<file path="src/rtl/ofdm_fft_frame_feeder_if.sv">
// Sample-stream bundle for the OFDM FFT frame feeder: synchroniser-side input
// stream, FFT sink-side valid/ready stream and the sticky status flags.
interface ofdm_fft_frame_feeder_if #(
  parameter int unsigned DATA_W = 18
);
  logic              in_valid;
  logic              in_sym_start;
  logic [DATA_W-1:0] in_real;
  logic [DATA_W-1:0] in_imag;

  logic              fft_valid;
  logic              fft_ready;
  logic              fft_sop;
  logic              fft_eop;
  logic [DATA_W-1:0] fft_real;
  logic [DATA_W-1:0] fft_imag;
  logic [1:0]        fft_error;
  logic              fft_inverse;

  logic              ovf_err;
  logic              sync_err;

  // Driver of the input stream and consumer of the FFT stream.
  modport master (
    output in_valid, in_sym_start, in_real, in_imag, fft_ready,
    input  fft_valid, fft_sop, fft_eop, fft_real, fft_imag,
           fft_error, fft_inverse, ovf_err, sync_err
  );

  // The framer itself.
  modport slave (
    input  in_valid, in_sym_start, in_real, in_imag, fft_ready,
    output fft_valid, fft_sop, fft_eop, fft_real, fft_imag,
           fft_error, fft_inverse, ovf_err, sync_err
  );
endinterface

</file>
<file path="src/rtl/ofdm_fft_frame_feeder.sv">
// Receive-side OFDM framer: strips the cyclic prefix from the continuous
// synchroniser stream, tags FFT_LEN samples as one sop/eop frame and buffers
// them in a first-word-fall-through FIFO toward the FFT sink port.
module ofdm_fft_frame_feeder #(
  parameter int unsigned DATA_W     = 18,
  parameter int unsigned FFT_LEN    = 64,
  parameter int unsigned CP_LEN     = 16,
  parameter int unsigned FIFO_DEPTH = 128
) (
  input  logic                   clk,
  input  logic                   reset,
  ofdm_fft_frame_feeder_if.slave bus
);

  localparam int unsigned CNT_W = $clog2(FFT_LEN);
  localparam int unsigned PTR_W = $clog2(FIFO_DEPTH);
  localparam int unsigned ENT_W = 2 * DATA_W + 2;

  localparam logic [CNT_W-1:0] CP_LAST  = CNT_W'((CP_LEN > 0) ? CP_LEN - 1 : 0);
  localparam logic [CNT_W-1:0] FRM_LAST = CNT_W'(FFT_LEN - 1);

  typedef enum logic [1:0] {
    IDLE,
    SKIP_CP,
    COLLECT
  } state_t;

  state_t           state_q;
  logic [CNT_W-1:0] cnt_q;
  logic             sync_err_q;
  logic             ovf_err_q;

  logic             push;
  logic             push_sop;
  logic             push_eop;
  logic [ENT_W-1:0] push_word;

  logic [ENT_W-1:0] mem_q [FIFO_DEPTH];
  logic [PTR_W:0]   wr_ptr_q;
  logic [PTR_W:0]   rd_ptr_q;
  logic [ENT_W-1:0] hold_q;

  logic             empty;
  logic             full;
  logic             pop;
  logic             wr_en;
  logic [ENT_W-1:0] head;
  logic [ENT_W-1:0] out_word;

  // Decode which valid input samples become frame samples. This is combinational
  // so a sample lands in the FIFO on the same edge it is presented.
  always_comb begin
    push     = 1'b0;
    push_sop = 1'b0;
    push_eop = 1'b0;
    if (bus.in_valid) begin
      case (state_q)
        IDLE:    push = bus.in_sym_start && (CP_LEN == 0);
        COLLECT: push = 1'b1;
        default: push = 1'b0;
      endcase
    end
    push_sop = (state_q == IDLE) || (cnt_q == '0);
    push_eop = (state_q == COLLECT) && (cnt_q == FRM_LAST);
  end

  assign push_word = {push_sop, push_eop, bus.in_real, bus.in_imag};

  // Framing FSM: IDLE waits for a symbol start, SKIP_CP discards the prefix,
  // COLLECT counts out exactly FFT_LEN samples then returns to IDLE.
  always_ff @(posedge clk) begin
    if (reset) begin
      state_q    <= IDLE;
      cnt_q      <= '0;
      sync_err_q <= 1'b0;
    end else if (bus.in_valid) begin
      case (state_q)
        IDLE: begin
          if (bus.in_sym_start) begin
            if (CP_LEN == 0) begin
              // start sample is already frame sample 0
              state_q <= COLLECT;
              cnt_q   <= CNT_W'(1);
            end else if (CP_LEN == 1) begin
              state_q <= COLLECT;
              cnt_q   <= '0;
            end else begin
              state_q <= SKIP_CP;
              cnt_q   <= CNT_W'(1);
            end
          end
        end
        SKIP_CP: begin
          if (bus.in_sym_start) begin
            cnt_q <= CNT_W'(1);
          end else if (cnt_q == CP_LAST) begin
            state_q <= COLLECT;
            cnt_q   <= '0;
          end else begin
            cnt_q <= cnt_q + 1'b1;
          end
        end
        COLLECT: begin
          if (bus.in_sym_start) begin
            sync_err_q <= 1'b1;
          end
          if (cnt_q == FRM_LAST) begin
            state_q <= IDLE;
            cnt_q   <= '0;
          end else begin
            cnt_q <= cnt_q + 1'b1;
          end
        end
        default: begin
          state_q <= IDLE;
          cnt_q   <= '0;
        end
      endcase
    end
  end

  assign empty = (wr_ptr_q == rd_ptr_q);
  assign full  = (wr_ptr_q[PTR_W] != rd_ptr_q[PTR_W]) &&
                 (wr_ptr_q[PTR_W-1:0] == rd_ptr_q[PTR_W-1:0]);
  assign pop   = !empty && bus.fft_ready;
  assign wr_en = push && (!full || pop);
  assign head  = mem_q[rd_ptr_q[PTR_W-1:0]];

  // FIFO storage; contents need no reset because the pointers define validity.
  always_ff @(posedge clk) begin
    if (!reset && wr_en) begin
      mem_q[wr_ptr_q[PTR_W-1:0]] <= push_word;
    end
  end

  // FIFO pointers, overflow flag and the held copy of the last delivered entry.
  always_ff @(posedge clk) begin
    if (reset) begin
      wr_ptr_q  <= '0;
      rd_ptr_q  <= '0;
      ovf_err_q <= 1'b0;
      hold_q    <= '0;
    end else begin
      if (wr_en) begin
        wr_ptr_q <= wr_ptr_q + 1'b1;
      end
      if (pop) begin
        rd_ptr_q <= rd_ptr_q + 1'b1;
        hold_q   <= head;
      end
      if (push && full && !pop) begin
        ovf_err_q <= 1'b1;
      end
    end
  end

  // When empty the outputs keep showing the last entry handed to the FFT.
  assign out_word = empty ? hold_q : head;

  assign bus.fft_valid   = !empty;
  assign bus.fft_sop     = out_word[ENT_W-1];
  assign bus.fft_eop     = out_word[ENT_W-2];
  assign bus.fft_real    = out_word[2*DATA_W-1:DATA_W];
  assign bus.fft_imag    = out_word[DATA_W-1:0];
  assign bus.fft_error   = 2'b00;
  assign bus.fft_inverse = 1'b0;
  assign bus.ovf_err     = ovf_err_q;
  assign bus.sync_err    = sync_err_q;

endmodule

</file>
<file path="src/flat_wrapper.sv">
// flat-port wrapper written by rule: the top's interface ports become plain ports
module ofdm_fft_frame_feeder_flat 
#(
  parameter int unsigned DATA_W     = 18,
  parameter int unsigned FFT_LEN    = 64,
  parameter int unsigned CP_LEN     = 16,
  parameter int unsigned FIFO_DEPTH = 128
)
  (clk, reset, bus_in_valid, bus_in_sym_start, bus_in_real, bus_in_imag, bus_fft_ready, bus_fft_valid, bus_fft_sop, bus_fft_eop, bus_fft_real, bus_fft_imag, bus_fft_error, bus_fft_inverse, bus_ovf_err, bus_sync_err);
  ofdm_fft_frame_feeder_if #(.DATA_W(DATA_W)) bus_i ();
  input  logic clk;
  input  logic reset;
  input wire logic [$bits(bus_i.in_valid)-1:0] bus_in_valid;
  input wire logic [$bits(bus_i.in_sym_start)-1:0] bus_in_sym_start;
  input wire logic [$bits(bus_i.in_real)-1:0] bus_in_real;
  input wire logic [$bits(bus_i.in_imag)-1:0] bus_in_imag;
  input wire logic [$bits(bus_i.fft_ready)-1:0] bus_fft_ready;
  output wire logic [$bits(bus_i.fft_valid)-1:0] bus_fft_valid;
  output wire logic [$bits(bus_i.fft_sop)-1:0] bus_fft_sop;
  output wire logic [$bits(bus_i.fft_eop)-1:0] bus_fft_eop;
  output wire logic [$bits(bus_i.fft_real)-1:0] bus_fft_real;
  output wire logic [$bits(bus_i.fft_imag)-1:0] bus_fft_imag;
  output wire logic [$bits(bus_i.fft_error)-1:0] bus_fft_error;
  output wire logic [$bits(bus_i.fft_inverse)-1:0] bus_fft_inverse;
  output wire logic [$bits(bus_i.ovf_err)-1:0] bus_ovf_err;
  output wire logic [$bits(bus_i.sync_err)-1:0] bus_sync_err;
  assign bus_i.in_valid = bus_in_valid;
  assign bus_i.in_sym_start = bus_in_sym_start;
  assign bus_i.in_real = bus_in_real;
  assign bus_i.in_imag = bus_in_imag;
  assign bus_i.fft_ready = bus_fft_ready;
  assign bus_fft_valid = bus_i.fft_valid;
  assign bus_fft_sop = bus_i.fft_sop;
  assign bus_fft_eop = bus_i.fft_eop;
  assign bus_fft_real = bus_i.fft_real;
  assign bus_fft_imag = bus_i.fft_imag;
  assign bus_fft_error = bus_i.fft_error;
  assign bus_fft_inverse = bus_i.fft_inverse;
  assign bus_ovf_err = bus_i.ovf_err;
  assign bus_sync_err = bus_i.sync_err;
  ofdm_fft_frame_feeder #(.DATA_W(DATA_W), .FFT_LEN(FFT_LEN), .CP_LEN(CP_LEN), .FIFO_DEPTH(FIFO_DEPTH)) u_core (.clk(clk), .reset(reset), .bus(bus_i));
endmodule
</file>
<file path="config.mk">
export PLATFORM = sky130hd
export DESIGN_NAME = ofdm_fft_frame_feeder_flat
export DESIGN_NICKNAME = d
export VERILOG_FILES = /design/src/rtl/ofdm_fft_frame_feeder_if.sv /design/src/rtl/ofdm_fft_frame_feeder.sv /design/src/flat_wrapper.sv
export SDC_FILE = /design/constraint.sdc
export NUM_CORES = 2
export LEC_CHECK = 0
export CORE_MARGIN = 3
export CORE_UTILIZATION = 39
export DETAILED_ROUTE_END_ITERATION = 16
export SYNTH_ARGS = -nofsm -noshare
export SYNTH_HDL_FRONTEND = slang
export SYNTH_MEMORY_MAX_BITS = 65536
export SYNTH_SLANG_ARGS = --single-unit
export TNS_END_PERCENT = 20
</file>
<file path="constraint.sdc">
create_clock -name clk -period 9.6 [get_ports clk]
set_input_delay 1.44 -clock clk [delete_from_list [all_inputs] [get_ports clk]]
set_output_delay 1.44 -clock clk [all_outputs]
set_load 0.02 [all_outputs]
</file>
Yosys cells after proc, flatten, opt, wreduce, memory -nomap -nowiden

Memory sizes are Yosys's and may differ from the RTL's. A register that Yosys moved wholly into a read port is not among the register bits.
Cells that the tools add are included.

Register bits: 64
RAM bits: 4864
Logic and storage cells: 57
Memories: 1

Memory list:

| memory       | words | width | rd ports | clocked after Yosys merged registers in | wr ports | line                        | text |
|---|---|---|---|---|---|---|---|
| u_core.mem_q | 128   | 38    | 1        | 1                                       | 1        | ofdm_fft_frame_feeder.sv:38 | `logic [ENT_W-1:0] mem_q [FIFO_DEPTH];` |

$add $sub $neg: 3
Equality and inequality tests: 11
Muxes and demuxes: 17
Reduce and logical (&&, ||, !) cells: 18

Operators with widths:

| cell                                                | count |
|---|---|
| 2-to-1 mux 38 bit                                   | 1 |
| 2-to-1 mux 6 bit                                    | 4 |
| case mux 6 bit (3 select lines)                     | 1 |
| adder 8 x 1 -> 8 bit, second input constant         | 2 |
| 2-to-1 mux 7 bit                                    | 2 |
| equality test 8 bit                                 | 1 |
| 2-to-1 mux 2 bit                                    | 4 |
| equality test 7 bit                                 | 1 |
| logical AND 1 bit                                   | 7 |
| adder 6 x 1 -> 6 bit, second input constant         | 1 |
| equality test 6 x 4 -> 1 bit, second input constant | 1 |
| equality test 6 bit, second input constant          | 1 |
| zero test 6 bit                                     | 1 |
| != test 2 bit, second input constant                | 3 |
| case mux 2 bit (3 select lines)                     | 1 |
| AND reduction 5 bit                                 | 1 |
| zero test 1 bit                                     | 4 |
| 2-to-1 mux 1 bit                                    | 4 |
| AND reduction 3 bit                                 | 1 |
| equality test 2 x 1 -> 1 bit, second input constant | 1 |
| equality test 2 bit, second input constant          | 1 |
| zero test 2 bit                                     | 1 |
| logical OR 1 bit                                    | 2 |
| != test 2 x 1 -> 1 bit, second input constant       | 1 |
| 2 further kinds                                     | 2 |

Depth between registers and ports, before layout

Depth after elaboration: 8
Mapped depth: 12
Gate-level depth less buffers: 7

Least setup slack after synthesis

No wires, ideal clock.

Path kind: register to register
Start: reg u_core.cnt_q[0]
End: mem u_core.mem_q[0][36] (netlist name) (data pin)
Data arrival time: 5785 ps
Setup slack: 2662 ps
Cell stages (with the launch flop): 6
Buffers on the path: 1
Clock period less this slack: 6938 ps
Path through: dfxtp_1 ha_1 and3_1 clkbuf_1 nand3_1 nor3_1

Word-level cells in the longest chain between the ends: 2

Ends and longest elaborated chain:

| element                  | line                         | text |
|---|---|---|
| start: declaration       | ofdm_fft_frame_feeder.sv:29  | `logic [CNT_W-1:0] cnt_q;` |
| start signal: assignment | ofdm_fft_frame_feeder.sv:100 | `cnt_q <= cnt_q + 1'b1;` |
| start signal: assignment | ofdm_fft_frame_feeder.sv:111 | `cnt_q <= cnt_q + 1'b1;` |
| equality test 6 bit      | ofdm_fft_frame_feeder.sv:64  | `push_eop = (state_q == COLLECT) && (cnt_q == FRM_LAST);` |
| logical AND 1 bit        | ofdm_fft_frame_feeder.sv:64  |  |
| via u_core.push_eop      | ofdm_fft_frame_feeder.sv:35  | `logic push_eop;` |
| end: declaration         | ofdm_fft_frame_feeder.sv:38  |  |

The timed path passes the listed nets, and every way through them passes these cells.

==> impl_metrics.csv <==
group,metric,value,unit
placement,postPlaceCellArea,198000,um^2
synth,synth-edff-count,4864,
timing,worst_pin_slew,1.42,ns
synth,ys_async_sr_fraction,0,%
power,peakVddDrop,0.200,mV
global_route,grt_pass1_wl,763000,um
timing,fin_skew,0.114,ns
flow_run,cap_violations,0,
power,power,0.0433,W
clocking,root_buffer,"clkbuf_16",
synth,yosysWarnings,0,
synth,synth_top_area_share,77.7,%
floorplanning,design.die.area,491000,um^2
clocking,cts_buffers,484,
floorplanning,die_h,700,um
clocking,clk_latency,1.07,ns
worst_hold_path,hp-class,"reg2reg",
final_layout,drive_above_1_share,26.9,%
synth,synth_area_leader_cell,"edfxtp_1",
detailed_routing,wl_per_cell,35.8,um
clocking,clock_path_buffers,4,
clocking,tritoncts,"yes",
synth,ys_seq_area_share,78.4,%
global_route,grt_pass1_vias,92900,
power,p_leak,63.2,nW
floorplanning,fp.dieW,700,um
placement,dp_cells,14600,
worst_setup_path,endpoint_kind,"primary output",
clocking,cts_hold_buffers,0,
synth,ys_top_cells_by_area,"edfxtp_1 78%, mux4_2 14%, mux2i_1 1.0%, a22oi_1 0.97%, dfxtp_1 0.76%",
synth,syn_inst,8264,
synth,yosys-mux-area-fraction,15.4,%
placement,dpl.hpwl,315000,um
power,power_density,202,nW/um^2
global_route,antenna_found_initial,57,
final_layout,final_cell_area,214000,um^2
synth,synth_compound_area_share,3.08,%
timing,timing.slew.headroom,4.77,%
placement,io_buffers,81,
floorplanning,rows,254,
clocking,clkSlewWorstSetupHoldPaths,0.06,ns
clocking,cts_setup_buffers,0,
timing,setup_violations,0,
detailed_routing,drc,0,
floorplanning,fp.coreArea,480000,um^2
synth,synthesis.area,188000,um^2
timing,period_needed,8.21,ns
synth,synth_fa_ha_area_share,0.0266,%
detailed_routing,ant_nets,0,
detailed_routing,route.final.wire_length,556000,um
detailed_routing,firstDrtPassIters,8,
global_route,track_usage,22.3,%
floorplanning,num_io_pins,85,
detailed_routing,vias_per_cell,6.02,
worst_setup_path,critPathLaunchType,"register",
detailed_routing,drt_iter0_drc,14100,
final_layout,nNetsFinal,8730,
synth,synth-main-ff-cell,"edfxtp_1",
synth,synthSimpleGateAreaFrac,1.48,%
clocking,cts_sinks,4935,
worst_hold_path,whs_path_depth,2,
detailed_routing,num_vias,93500,
final_layout,final_cells,15500,
clocking,htree_levels,5,
run_status,status,"complete, no violations",
timing,period_share,85.5,%
timing,final_hold_viol_count,0,
timing,rsz0062_at_grt,"no",
placement,place.gp.congestion,0.851,
worst_setup_path,cp_max_fo,47,
worst_setup_path,worstPathRequired,8.16,ns
synth,synth_xor_area_share,0.0931,%
worst_setup_path,reg2reg_depth,8,
synth,yosys_register_bits,4935,
worst_setup_path,cp_data_arrival_time,6.77,ns
worst_setup_path,crit_type,"reg2out",
final_layout,fin_util,44.6,%
timing,fmax,122,MHz
global_route,grt_max_degree,119,
timing,slew_viol_final,0,
final_layout,area_growth,13.8,%
clocking,cts_resized,0,
synth,synth_top_family_by_area,"multiplexers",
synth,syn_avg_cell_area,22.8,um^2
global_route,overflow,0,
timing,tns,0,ns
floorplanning,start_util,39.2,%
synth,yosysUniqueCellTypes,74,
## power by group
part           switching (W)  total (W)  internal, W
Combinational       0.000538   0.000670     0.000131
Clock                0.00820     0.0190       0.0108
Sequential        0.00000413     0.0237       0.0236
Total                0.00874     0.0433       0.0346
## path summary, 6_finish.rpt
check	slack, ns	startpoint	to
setup / recovery	1.39	register	bus_fft_imag[3]
hold / removal	0.48	u_core.bus.sync_err	u_core.bus.sync_err
setup reg to reg	4.38	u_core.state_q[1]	u_core.mem_q[54][30]
hold reg to reg	0.48	u_core.bus.sync_err	u_core.bus.sync_err
## per-layer routing
metal	vias to the layer above	track usage [%]	routed length, um
met5	-	0	108
met4	16	7.56	20900
met3	855	5.13	60600
met2	5423	35.1	261000
met1	50900	30.7	214000
li1	36300	-	-
## cells in the final DEF (no fill, tap or decap), types with 17 or more instances in the layout
cell type        synthesis  routed
clkinvlp_4               0      18
bufinv_16                0      52
o21ai_0                 47      44
mux2i_1                193     193
a2bb2oi_1               19      19
clkinv_1                 0     122
clkinv_16                0      17
clkinv_2                 0      95
a22oi_1                244     244
xor2_1                  17      17
diode_2                  0      32
dfxtp_1                 71      65
mux4_2                1182    1182
a221oi_1                27      26
buf_4                   93     328
nor3_1                  22      17
clkbuf_1               152      86
nand3_1                 60      56
a31oi_1                 41      32
nand2_1                112     110
a311oi_1                19      18
o22ai_1                 87      87
o221ai_1                40      40
clkdlybuf4s50_1          0      44
clkbuf_16                0     487
a211oi_1                49      48
nand4_1                 27      27
edfxtp_1              4864    4864
nor2_4                   1     135
nor2_1                 325     191
a22o_1                  38      38
a21oi_1                117     114
buf_12                   2      24
## worst max-delay path, cell delays in order, from the launching register on
cell	delay (ns)
dfxtp_4	0.82
buf_4	0.78
buf_4	0.79
mux4_2	0.35
a22oi_1	0.18
a41oi_1	0.71
nand2_1	0.18
a31oi_1	1.02
clkdlybuf4s50_1	0.80
## state kept, by name, indices dropped and copies added, names as in the netlist, named ones only
register,cells
u_core.wr_ptr_q,8
u_core.state_q,2
u_core.mem_q,4864
u_core.bus.ovf_err,1
u_core.cnt_q,6
u_core.rd_ptr_q,8
u_core.hold_q,38
u_core.bus.sync_err,1
## cell usage after synthesis, types with 16 or more instances
cell type / instances
a211oi_1: 49
o22ai_1: 87
a22oi_1: 244
o21ai_0: 47
a22o_1: 38
a2bb2oi_1: 19
clkbuf_1: 152
nor2b_1: 16
dfxtp_1: 71
buf_4: 93
mux2i_1: 193
buf_6: 52
edfxtp_1: 4864
buf_2: 142
buf_1: 20
mux4_2: 1182
nor3_1: 22
a31oi_1: 41
nand3_1: 60
nand2_1: 112
a21oi_1: 117
nor2_1: 325
a221oi_1: 27
xor2_1: 17
nand4_1: 27
a311oi_1: 19
o221ai_1: 40
## through the flow
step	setup slack, ns	hold slack, ns
3_5_place_dp	2.31	0.460
5_1_grt	1.17	0.513
3_3_place_gp	2.38	0.463
4_1_cts	1.23	0.480
2_1_floorplan	2.66	0.470
6_report	1.39	0.480
## cell type report
type,instances,area (um^2)
Clock buffer,584,12700
Sequential cell,4935,148000
Antenna cell,32,80.1
Fill cell,39700,266000
Inverter,9,36.3
Timing Repair Buffer,403,3460
Clock inverter,319,3300
Tap cell,6400,8010
Multi-Input combinational cell,2852,39000
## cells by family (layout without fill, tap and decap cells)
| family | count (synthesis) | count (layout) |
|---|---|---|
| xor gates and xnor gates | 20 | 20 |
| muxes | 1397 | 1397 |
| DFF | 4935 | 4935 |
| adders and majority gates | 4 | 4 |
| buffers and inverters | 479 | 1315 |
| AOI/OAI and AO/OA | 803 | 803 |
| and+or+nand+nor | 625 | 625 |
| other | 1 | 35 |
Note: power is estimated with default switching activity, not from simulation.
